**config.mk**
```make
export PLATFORM = sky130hd
export DESIGN_NAME = read_superpixel_flat
export DESIGN_NICKNAME = d
export VERILOG_FILES = /design/src/rtl/read_superpixel_if.sv /design/src/rtl/read_superpixel.sv /design/src/flat_wrapper.sv
export SDC_FILE = /design/constraint.sdc
export NUM_CORES = 1
export LEC_CHECK = 0
export ABC_CLOCK_PERIOD_IN_PS = 3100
export BUFFER_PORTS_ARGS = -buffer_cell sky130_fd_sc_hd__buf_4
export CORE_UTILIZATION = 58
export CTS_CLUSTER_SIZE = 30
export DETAILED_ROUTE_END_ITERATION = 8
export PLACE_DENSITY = 0.86
export SYNTH_ARGS = -nofsm -noshare
export SYNTH_HDL_FRONTEND = slang
export SYNTH_SLANG_ARGS = --single-unit
```
**constraint.sdc**
```tcl
create_clock -name clk -period 3.1 [get_ports clk]
set_clock_uncertainty 0.05 [all_clocks]
set_input_delay 0.155 -clock clk [delete_from_list [all_inputs] [get_ports clk]]
set_output_delay 0.155 -clock clk [all_outputs]
set_load 0.01 [all_outputs]
```
**src/rtl/read_superpixel_if.sv**
```systemverilog
// Client and RAM-read signals of the superpixel readback block.
// Combinational bundle with no storage and no added latency.
// Requests are accepted only while oready is high; the RAM read port takes no backpressure.
interface read_superpixel_if #(
    parameter int SPIXEL_X_WIDTH = 6,
    parameter int SPIXEL_Y_WIDTH = 6,
    parameter int VGA_ADDR_WIDTH = 19,
    parameter int COLOR_ID_WIDTH = 8
);
    // client request
    logic [SPIXEL_X_WIDTH-1:0] x;
    logic [SPIXEL_Y_WIDTH-1:0] y;
    logic                      ireq;
    logic                      oready;

    // results
    logic                      odone;
    logic [COLOR_ID_WIDTH-1:0] odata;
    logic                      ouniform;
    logic [6:0]                omismatch;
    logic                      oerr;

    // frame RAM read port
    logic [VGA_ADDR_WIDTH-1:0] oaddr;
    logic                      ordreq;
    logic [COLOR_ID_WIDTH-1:0] irdata;

    // environment side: client logic plus the RAM
    modport master (
        output x, y, ireq, irdata,
        input  oready, odone, odata, ouniform, omismatch, oerr, oaddr, ordreq
    );

    // readback block side
    modport slave (
        input  x, y, ireq, irdata,
        output oready, odone, odata, ouniform, omismatch, oerr, oaddr, ordreq
    );
endinterface

```
**src/rtl/read_superpixel.sv**
```systemverilog
// Reads one 10x10 superpixel from frame RAM; reports reference color, uniformity, mismatch count.
// Latency: odone at T+101+RD_LATENCY after acceptance at T (T+1 for an out-of-range request).
// Backpressure: oready only in IDLE; ireq at any other time is dropped, no queueing.
module read_superpixel #(
    parameter int SPIXEL_X_WIDTH = 6,
    parameter int SPIXEL_Y_WIDTH = 6,
    parameter int SPIXEL_X_MAX   = 63,
    parameter int SPIXEL_Y_MAX   = 47,
    parameter int SPIXEL_SIZE    = 10,
    parameter int PIXEL_X_WIDTH  = 10,
    parameter int PIXEL_Y_WIDTH  = 9,
    parameter int H_PIXELS       = 640,
    parameter int VGA_ADDR_WIDTH = 19,
    parameter int COLOR_ID_WIDTH = 8,
    parameter int RD_LATENCY     = 2     // legal range 1..4
) (
    input  logic             clk,
    input  logic             rst,
    read_superpixel_if.slave sp
);

    // reads per superpixel and the counter widths that cover them
    localparam int TOTAL = SPIXEL_SIZE * SPIXEL_SIZE;
    localparam int CNT_W = $clog2(SPIXEL_SIZE + 1);
    localparam int RC_W  = $clog2(TOTAL + 1);

    typedef enum logic [1:0] {
        S_IDLE  = 2'd0,
        S_ISSUE = 2'd1,
        S_DRAIN = 2'd2,
        S_DONE  = 2'd3
    } state_t;

    state_t state_q, state_d;

    // raster walk: physical position plus in-block column/row counters
    logic [PIXEL_X_WIDTH-1:0] px_q, px_d;
    logic [PIXEL_Y_WIDTH-1:0] py_q, py_d;
    logic [PIXEL_X_WIDTH-1:0] tlx_q, tlx_d;
    logic [CNT_W-1:0]         col_q, col_d;
    logic [CNT_W-1:0]         row_q, row_d;

    // return tracking: bit i set means a read issued i+1 cycles ago
    logic [RD_LATENCY-1:0]    vpipe_q, vpipe_d;
    logic [RC_W-1:0]          ret_cnt_q, ret_cnt_d;

    // result registers, held until the next accepted request
    logic [COLOR_ID_WIDTH-1:0] data_q, data_d;
    logic [6:0]                mis_q, mis_d;
    logic                      uniform_q, uniform_d;
    logic                      err_q, err_d;

    // decoded helpers
    logic                      rd_req;
    logic                      ret_vld;
    logic                      in_range;
    logic [PIXEL_X_WIDTH-1:0]  tlx_new;
    logic [PIXEL_Y_WIDTH-1:0]  tly_new;
    logic [VGA_ADDR_WIDTH-1:0] addr;

    // Origin of the requested block and range check on the raw coordinates
    always_comb begin
        tlx_new  = PIXEL_X_WIDTH'(sp.x) * PIXEL_X_WIDTH'(SPIXEL_SIZE);
        tly_new  = PIXEL_Y_WIDTH'(sp.y) * PIXEL_Y_WIDTH'(SPIXEL_SIZE);
        in_range = (int'({1'b0, sp.x}) <= SPIXEL_X_MAX) &&
                   (int'({1'b0, sp.y}) <= SPIXEL_Y_MAX);
    end

    // Read request, linear address and return strobe from the current state
    always_comb begin
        rd_req  = (state_q == S_ISSUE);
        addr    = VGA_ADDR_WIDTH'(py_q) * VGA_ADDR_WIDTH'(H_PIXELS) + VGA_ADDR_WIDTH'(px_q);
        // qualifier guards against a return landing outside an active read
        ret_vld = vpipe_q[RD_LATENCY-1] &&
                  ((state_q == S_ISSUE) || (state_q == S_DRAIN));
        // shift form works for every depth, including a single stage
        vpipe_d = (vpipe_q << 1) | RD_LATENCY'(rd_req);
    end

    // Next-state logic: walk the block, fold returns into the results, sequence the FSM
    always_comb begin
        state_d   = state_q;
        px_d      = px_q;
        py_d      = py_q;
        tlx_d     = tlx_q;
        col_d     = col_q;
        row_d     = row_q;
        ret_cnt_d = ret_cnt_q;
        data_d    = data_q;
        mis_d     = mis_q;
        uniform_d = uniform_q;
        err_d     = err_q;

        // the first return defines the reference color, later ones are compared to it
        if (ret_vld) begin
            ret_cnt_d = ret_cnt_q + RC_W'(1);
            if (ret_cnt_q == '0) begin
                data_d = sp.irdata;
            end else if (sp.irdata != data_q) begin
                mis_d = mis_q + 7'd1;
            end
        end

        case (state_q)
            S_IDLE: begin
                if (sp.ireq) begin
                    // every accepted request clears the previous results
                    data_d    = '0;
                    mis_d     = '0;
                    uniform_d = 1'b0;
                    ret_cnt_d = '0;
                    if (!in_range) begin
                        err_d   = 1'b1;
                        state_d = S_DONE;
                    end else begin
                        err_d   = 1'b0;
                        px_d    = tlx_new;
                        py_d    = tly_new;
                        tlx_d   = tlx_new;
                        col_d   = '0;
                        row_d   = '0;
                        state_d = S_ISSUE;
                    end
                end
            end

            S_ISSUE: begin
                if (col_q == CNT_W'(SPIXEL_SIZE - 1)) begin
                    col_d = '0;
                    px_d  = tlx_q;
                    if (row_q == CNT_W'(SPIXEL_SIZE - 1)) begin
                        state_d = S_DRAIN;
                    end else begin
                        row_d = row_q + CNT_W'(1);
                        py_d  = py_q + PIXEL_Y_WIDTH'(1);
                    end
                end else begin
                    col_d = col_q + CNT_W'(1);
                    px_d  = px_q + PIXEL_X_WIDTH'(1);
                end
            end

            S_DRAIN: begin
                // leave as the last return is consumed so DONE shows the final count
                if (ret_cnt_d == RC_W'(TOTAL)) begin
                    uniform_d = (mis_d == '0);
                    state_d   = S_DONE;
                end
            end

            S_DONE: begin
                state_d = S_IDLE;
            end

            default: begin
                state_d = S_IDLE;
            end
        endcase
    end

    // State and datapath registers; reset aborts any read and flushes the return pipe
    always_ff @(posedge clk) begin
        if (rst) begin
            state_q   <= S_IDLE;
            px_q      <= '0;
            py_q      <= '0;
            tlx_q     <= '0;
            col_q     <= '0;
            row_q     <= '0;
            vpipe_q   <= '0;
            ret_cnt_q <= '0;
            data_q    <= '0;
            mis_q     <= '0;
            uniform_q <= 1'b0;
            err_q     <= 1'b0;
        end else begin
            state_q   <= state_d;
            px_q      <= px_d;
            py_q      <= py_d;
            tlx_q     <= tlx_d;
            col_q     <= col_d;
            row_q     <= row_d;
            vpipe_q   <= vpipe_d;
            ret_cnt_q <= ret_cnt_d;
            data_q    <= data_d;
            mis_q     <= mis_d;
            uniform_q <= uniform_d;
            err_q     <= err_d;
        end
    end

    // Output drive; the address bus is parked at zero between reads
    always_comb begin
        sp.oready    = (state_q == S_IDLE);
        sp.odone     = (state_q == S_DONE);
        sp.odata     = data_q;
        sp.ouniform  = uniform_q;
        sp.omismatch = mis_q;
        sp.oerr      = err_q;
        sp.ordreq    = rd_req;
        sp.oaddr     = rd_req ? addr : '0;
    end

endmodule

```
**src/flat_wrapper.sv**
```systemverilog
// flat-port wrapper written by rule: the top's interface ports become plain ports
module read_superpixel_flat 
#(
    parameter int SPIXEL_X_WIDTH = 6,
    parameter int SPIXEL_Y_WIDTH = 6,
    parameter int SPIXEL_X_MAX   = 63,
    parameter int SPIXEL_Y_MAX   = 47,
    parameter int SPIXEL_SIZE    = 10,
    parameter int PIXEL_X_WIDTH  = 10,
    parameter int PIXEL_Y_WIDTH  = 9,
    parameter int H_PIXELS       = 640,
    parameter int VGA_ADDR_WIDTH = 19,
    parameter int COLOR_ID_WIDTH = 8,
    parameter int RD_LATENCY     = 2                        
)
  (clk, rst, sp_x, sp_y, sp_ireq, sp_irdata, sp_oready, sp_odone, sp_odata, sp_ouniform, sp_omismatch, sp_oerr, sp_oaddr, sp_ordreq);
  read_superpixel_if #(.SPIXEL_X_WIDTH(SPIXEL_X_WIDTH), .SPIXEL_Y_WIDTH(SPIXEL_Y_WIDTH), .VGA_ADDR_WIDTH(VGA_ADDR_WIDTH), .COLOR_ID_WIDTH(COLOR_ID_WIDTH)) sp_i ();
  input  logic clk;
  input  logic rst;
  input wire logic [$bits(sp_i.x)-1:0] sp_x;
  input wire logic [$bits(sp_i.y)-1:0] sp_y;
  input wire logic [$bits(sp_i.ireq)-1:0] sp_ireq;
  input wire logic [$bits(sp_i.irdata)-1:0] sp_irdata;
  output wire logic [$bits(sp_i.oready)-1:0] sp_oready;
  output wire logic [$bits(sp_i.odone)-1:0] sp_odone;
  output wire logic [$bits(sp_i.odata)-1:0] sp_odata;
  output wire logic [$bits(sp_i.ouniform)-1:0] sp_ouniform;
  output wire logic [$bits(sp_i.omismatch)-1:0] sp_omismatch;
  output wire logic [$bits(sp_i.oerr)-1:0] sp_oerr;
  output wire logic [$bits(sp_i.oaddr)-1:0] sp_oaddr;
  output wire logic [$bits(sp_i.ordreq)-1:0] sp_ordreq;
  assign sp_i.x = sp_x;
  assign sp_i.y = sp_y;
  assign sp_i.ireq = sp_ireq;
  assign sp_i.irdata = sp_irdata;
  assign sp_oready = sp_i.oready;
  assign sp_odone = sp_i.odone;
  assign sp_odata = sp_i.odata;
  assign sp_ouniform = sp_i.ouniform;
  assign sp_omismatch = sp_i.omismatch;
  assign sp_oerr = sp_i.oerr;
  assign sp_oaddr = sp_i.oaddr;
  assign sp_ordreq = sp_i.ordreq;
  read_superpixel #(.SPIXEL_X_WIDTH(SPIXEL_X_WIDTH), .SPIXEL_Y_WIDTH(SPIXEL_Y_WIDTH), .SPIXEL_X_MAX(SPIXEL_X_MAX), .SPIXEL_Y_MAX(SPIXEL_Y_MAX), .SPIXEL_SIZE(SPIXEL_SIZE), .PIXEL_X_WIDTH(PIXEL_X_WIDTH), .PIXEL_Y_WIDTH(PIXEL_Y_WIDTH), .H_PIXELS(H_PIXELS), .VGA_ADDR_WIDTH(VGA_ADDR_WIDTH), .COLOR_ID_WIDTH(COLOR_ID_WIDTH), .RD_LATENCY(RD_LATENCY)) u_core (.clk(clk), .rst(rst), .sp(sp_i));
endmodule
```
==> impl_metrics.tcl <==
set metrics [dict create \
    status "finished, final reports clean" \
    crit_chain "ha_1 > ha_1 > nand3_1 > o221ai_1 > xor2_1 > nand4_1 > or3_1 > a21oi_2 > buf_4" \
    post_route_cell_area_um2 5360 \
    least_setup_slack_across_all_paths_after_layout_ns 0.0309 \
    avgSynthCellArea_um2 8.19 \
    vias_in_the_first_global_route 3874 \
    start_util 0.609 \
    post-layout-total-power_mw 3.34 \
    numCtsBuffers 9 \
    maxCapViolations 0 \
    placeableCoreArea_um2 7370 \
    post_route_core_utilization 0.727 \
    worst_hold_startpoint "sp_irdata[5]" \
    critPathCaptureType "output port" \
    r2r-end "u_core.px_q[8]" \
    worstHoldPathCells 3 \
    drt_first_iter_violations 160 \
    register_area_um2 1290 \
    dpl_worst_slack_ns 0.127 \
    first_pass_grt_wire_length_mm 17.2 \
    worst_slew_pin_slew_ns 0.877 \
    synth.area.top_cells "sky130_fd_sc_hd__dfxtp_1 (29%), sky130_fd_sc_hd__ha_1 (13%), sky130_fd_sc_hd__xor2_1 (6.8%)" \
    clock_insertion_delay_worst_skew_ns 0.34 \
    detailed_place_hpwl_mm 7.15 \
    cts.clk_slew.worst_paths_ns 0.07 \
    critical-path-max-stage-delay_ns 0.41 \
    critical-path-slowest-cell "sky130_fd_sc_hd__or3_1" \
    synth_sequential_area_ratio 0.285 \
    synthDistinctLibCells 56 \
    grt_usage 0.256 \
    sink_count 64 \
    power_density_nw_per_um2 624 \
    post_synth_most_frequent_cells "sky130_fd_sc_hd__nor2_1 (76), sky130_fd_sc_hd__dfxtp_1 (64), sky130_fd_sc_hd__a21oi_1 (48), sky130_fd_sc_hd__ha_1 (46), sky130_fd_sc_hd__nand2_1 (43)" \
    placed_cell_area_um2 5040 \
    number_of_flops_mapped_to_enable_cells_by_yosys 0 \
    setup_viol_count_final 0 \
    root_buffer "sky130_fd_sc_hd__clkbuf_8" \
    hold_slack_ns 0.0108 \
    critical_path_required_ns 2.89 \
    fin_cells 713 \
    timing.critical_path.from_type "flip-flop" \
    globalRouteOverflowTotal 0 \
    synth-seq-cells 64 \
    pin_count_of_the_biggest_net_entering_global_routing 46 \
    row_count 31 \
    wire_per_inst_um 14.6 \
    setup_repair_after_global_routing_missed_its_margin "true" \
    io_buffers 61 \
    timing.critical_path.buf_inv 1 \
    count_of_placed_standard_cells_including_taps 693 \
    yosys_most_used_dff "sky130_fd_sc_hd__dfxtp_1" \
    drt_first_pass_iters 5 \
    hold_viol_final 0 \
    worstReg2RegStart "u_core.state_q[1]" \
    net_count_reported_at_finish 684 \
    gp_congestion 0.883 \
    async_sr_flop_fraction 0 \
    synth_area_um2 4490 \
    multiInputGateArea_um2 3160 \
    wl_mm 10.4 \
    cp_data_arrival_time_ns 2.86 \
    drtAntennaViolNets 0 \
    post_route_cells_drive_above_1_share 0.194 \
    critPathKind "flip-flop to output port" \
    vias 4133 \
    critical-path-top-cell-by-count "sky130_fd_sc_hd__ha_1" \
    h-tree-depth 3 \
    synth_warnings 0 \
    antenna_violations_before_repair 0 \
    cts_tree "built" \
    slew_viol_final 0 \
    critical_path_peak_fanout 6 \
    timing.reg2reg.worst_path_depth 8 \
    diodes 0 \
    period_minus_slack_ns 3.07 \
    holdPathEnd "u_core.sp.odata[5]" \
    min-delay-path-class "input port to flip-flop" \
    setup_total_negative_slack_ns 0 \
    fillerInstances 588 \
    design.portCount 62 \
    syn_inst 548 \
    die_h_um 90.0 \
    vdd_ir_drop_max_v 0.000379 \
    yosys.area.top_type "sky130_fd_sc_hd__dfxtp_1" \
    area_growth_syn_to_layout_pct 19.3 \
    netlist.area_leader.share 0.285 \
    relSlewSlack 0.415 \
    clock_tree.buffer_depth 2 \
    timing.critical_path.max_delay_family "simple AND/OR/NAND/NOR gates" \
    die_width_um 90.0 \
    period_share 0.990 \
    total_leakage_power_nw 2.36 \
    reg2reg_slack_ns 0.69 \
    via_count_normalized_by_instance_count 5.80 \
    max_freq_ghz 0.326 \
    die_area_um2 8100 \
    synth_fp_nets 621 \
    post-synth-top-count-cell "sky130_fd_sc_hd__nor2_1" \
    drcViolationCount 0 \
]
==> logic make-up (layout without fill, tap and decap cells) <==
logic type      after synthesis  in the layout  synth area share
fa+ha+maj                    50             50             0.146
xor+xnor                     49             49            0.0956
simple gates                210            210             0.228
compound gates              125            125             0.183
flops                        64             64             0.285
buf+inv                      37            103            0.0323
mux                          13             13            0.0301
==> power by group <==
| part | leakage [nW] | internal, mW | switching, mW |
|---|---|---|---|
| Sequential | 0.524 | 0.963 | 0.168 |
| Clock | 0.0838 | 0.298 | 0.314 |
| Combinational | 1.75 | 0.708 | 0.893 |
| Total | 2.36 | 1.97 | 1.38 |
==> state kept, by name (all words and copies together), names as in the netlist <==
| signal | cells |
|---|---|
| u_core.col_q | 4 |
| u_core.sp.omismatch | 7 |
| u_core.sp.oerr | 1 |
| u_core.state_q | 2 |
| u_core.sp.odata | 8 |
| u_core.px_q | 10 |
| u_core.py_q | 9 |
| u_core.tlx_q | 9 |
| u_core.row_q | 4 |
| u_core.sp.ouniform | 1 |
| u_core.ret_cnt_q | 7 |
| u_core.vpipe_q | 2 |
==> cell usage in the layout, fill, tap and decap left out, types with 11 or more instances in the layout <==
cell type and instances:
sky130_fd_sc_hd__buf_4 75, sky130_fd_sc_hd__nor2_1 74, sky130_fd_sc_hd__dfxtp_1 57, sky130_fd_sc_hd__a21oi_1 45, sky130_fd_sc_hd__nand2_1 42, sky130_fd_sc_hd__ha_1 41, sky130_fd_sc_hd__xor2_1 34, sky130_fd_sc_hd__o21ai_0 15
sky130_fd_sc_hd__xnor2_1 14, sky130_fd_sc_hd__inv_1 14, sky130_fd_sc_hd__nand3_1 12, sky130_fd_sc_hd__mux2i_1 12, sky130_fd_sc_hd__a21o_1 11, sky130_fd_sc_hd__nand4_1 11
==> timing repair <==
item | CTS | global route
setup buffers | 2 | 4
endpoints found under the setup margin | 4 | 3
resized for setup | 5 | 22
hold buffers | 0 | 0
pin swaps | 3 | 9
==> worst max path at each step <==
stage / slack, ns / endpoint / cells after the start / startpoint
after floorplan: 0.30 / sp_oaddr[18] / 9 / u_core.py_q[1]
after global placement: 0.20 / sp_oaddr[18] / 10 / u_core.py_q[3]
after global routing: -0.14 / sp_oaddr[18] / 9 / u_core.py_q[4]
after CTS: 0.02 / sp_oaddr[18] / 9 / u_core.py_q[2]
final: 0.03 / sp_oaddr[18] / 9 / u_core.py_q[4]
after detailed placement: 0.13 / sp_oaddr[18] / 10 / u_core.py_q[3]
==> final cells by class <==
type,count,share of cell area
Inverter,14,0.00981
Sequential cell,64,0.242
Clock inverter,4,0.00420
Multi-Input combinational cell,447,0.590
Tap cell,99,0.0231
Timing Repair Buffer,75,0.105
Clock buffer,10,0.0257
==> layer usage <==
layer	vias to the layer above	part of all wire	global-route usage
met5	-	0	0
li1	2069	-	-
met1	1932	0.44	0.331
met4	0	0.011	0.102
met2	119	0.50	0.428
met3	13	0.050	0.0406
==> worst register-to-register path, delay by kind of cell (launching register included) <==
kind	cells	cell delay, ns
AOI/OAI and AO/OA	3	0.81
adders and majority gates	1	0.43
buffers and inverters	1	0.10
DFF	1	0.33
and+or+nand+nor	3	0.57
Power figures use the tool's default switching activity.
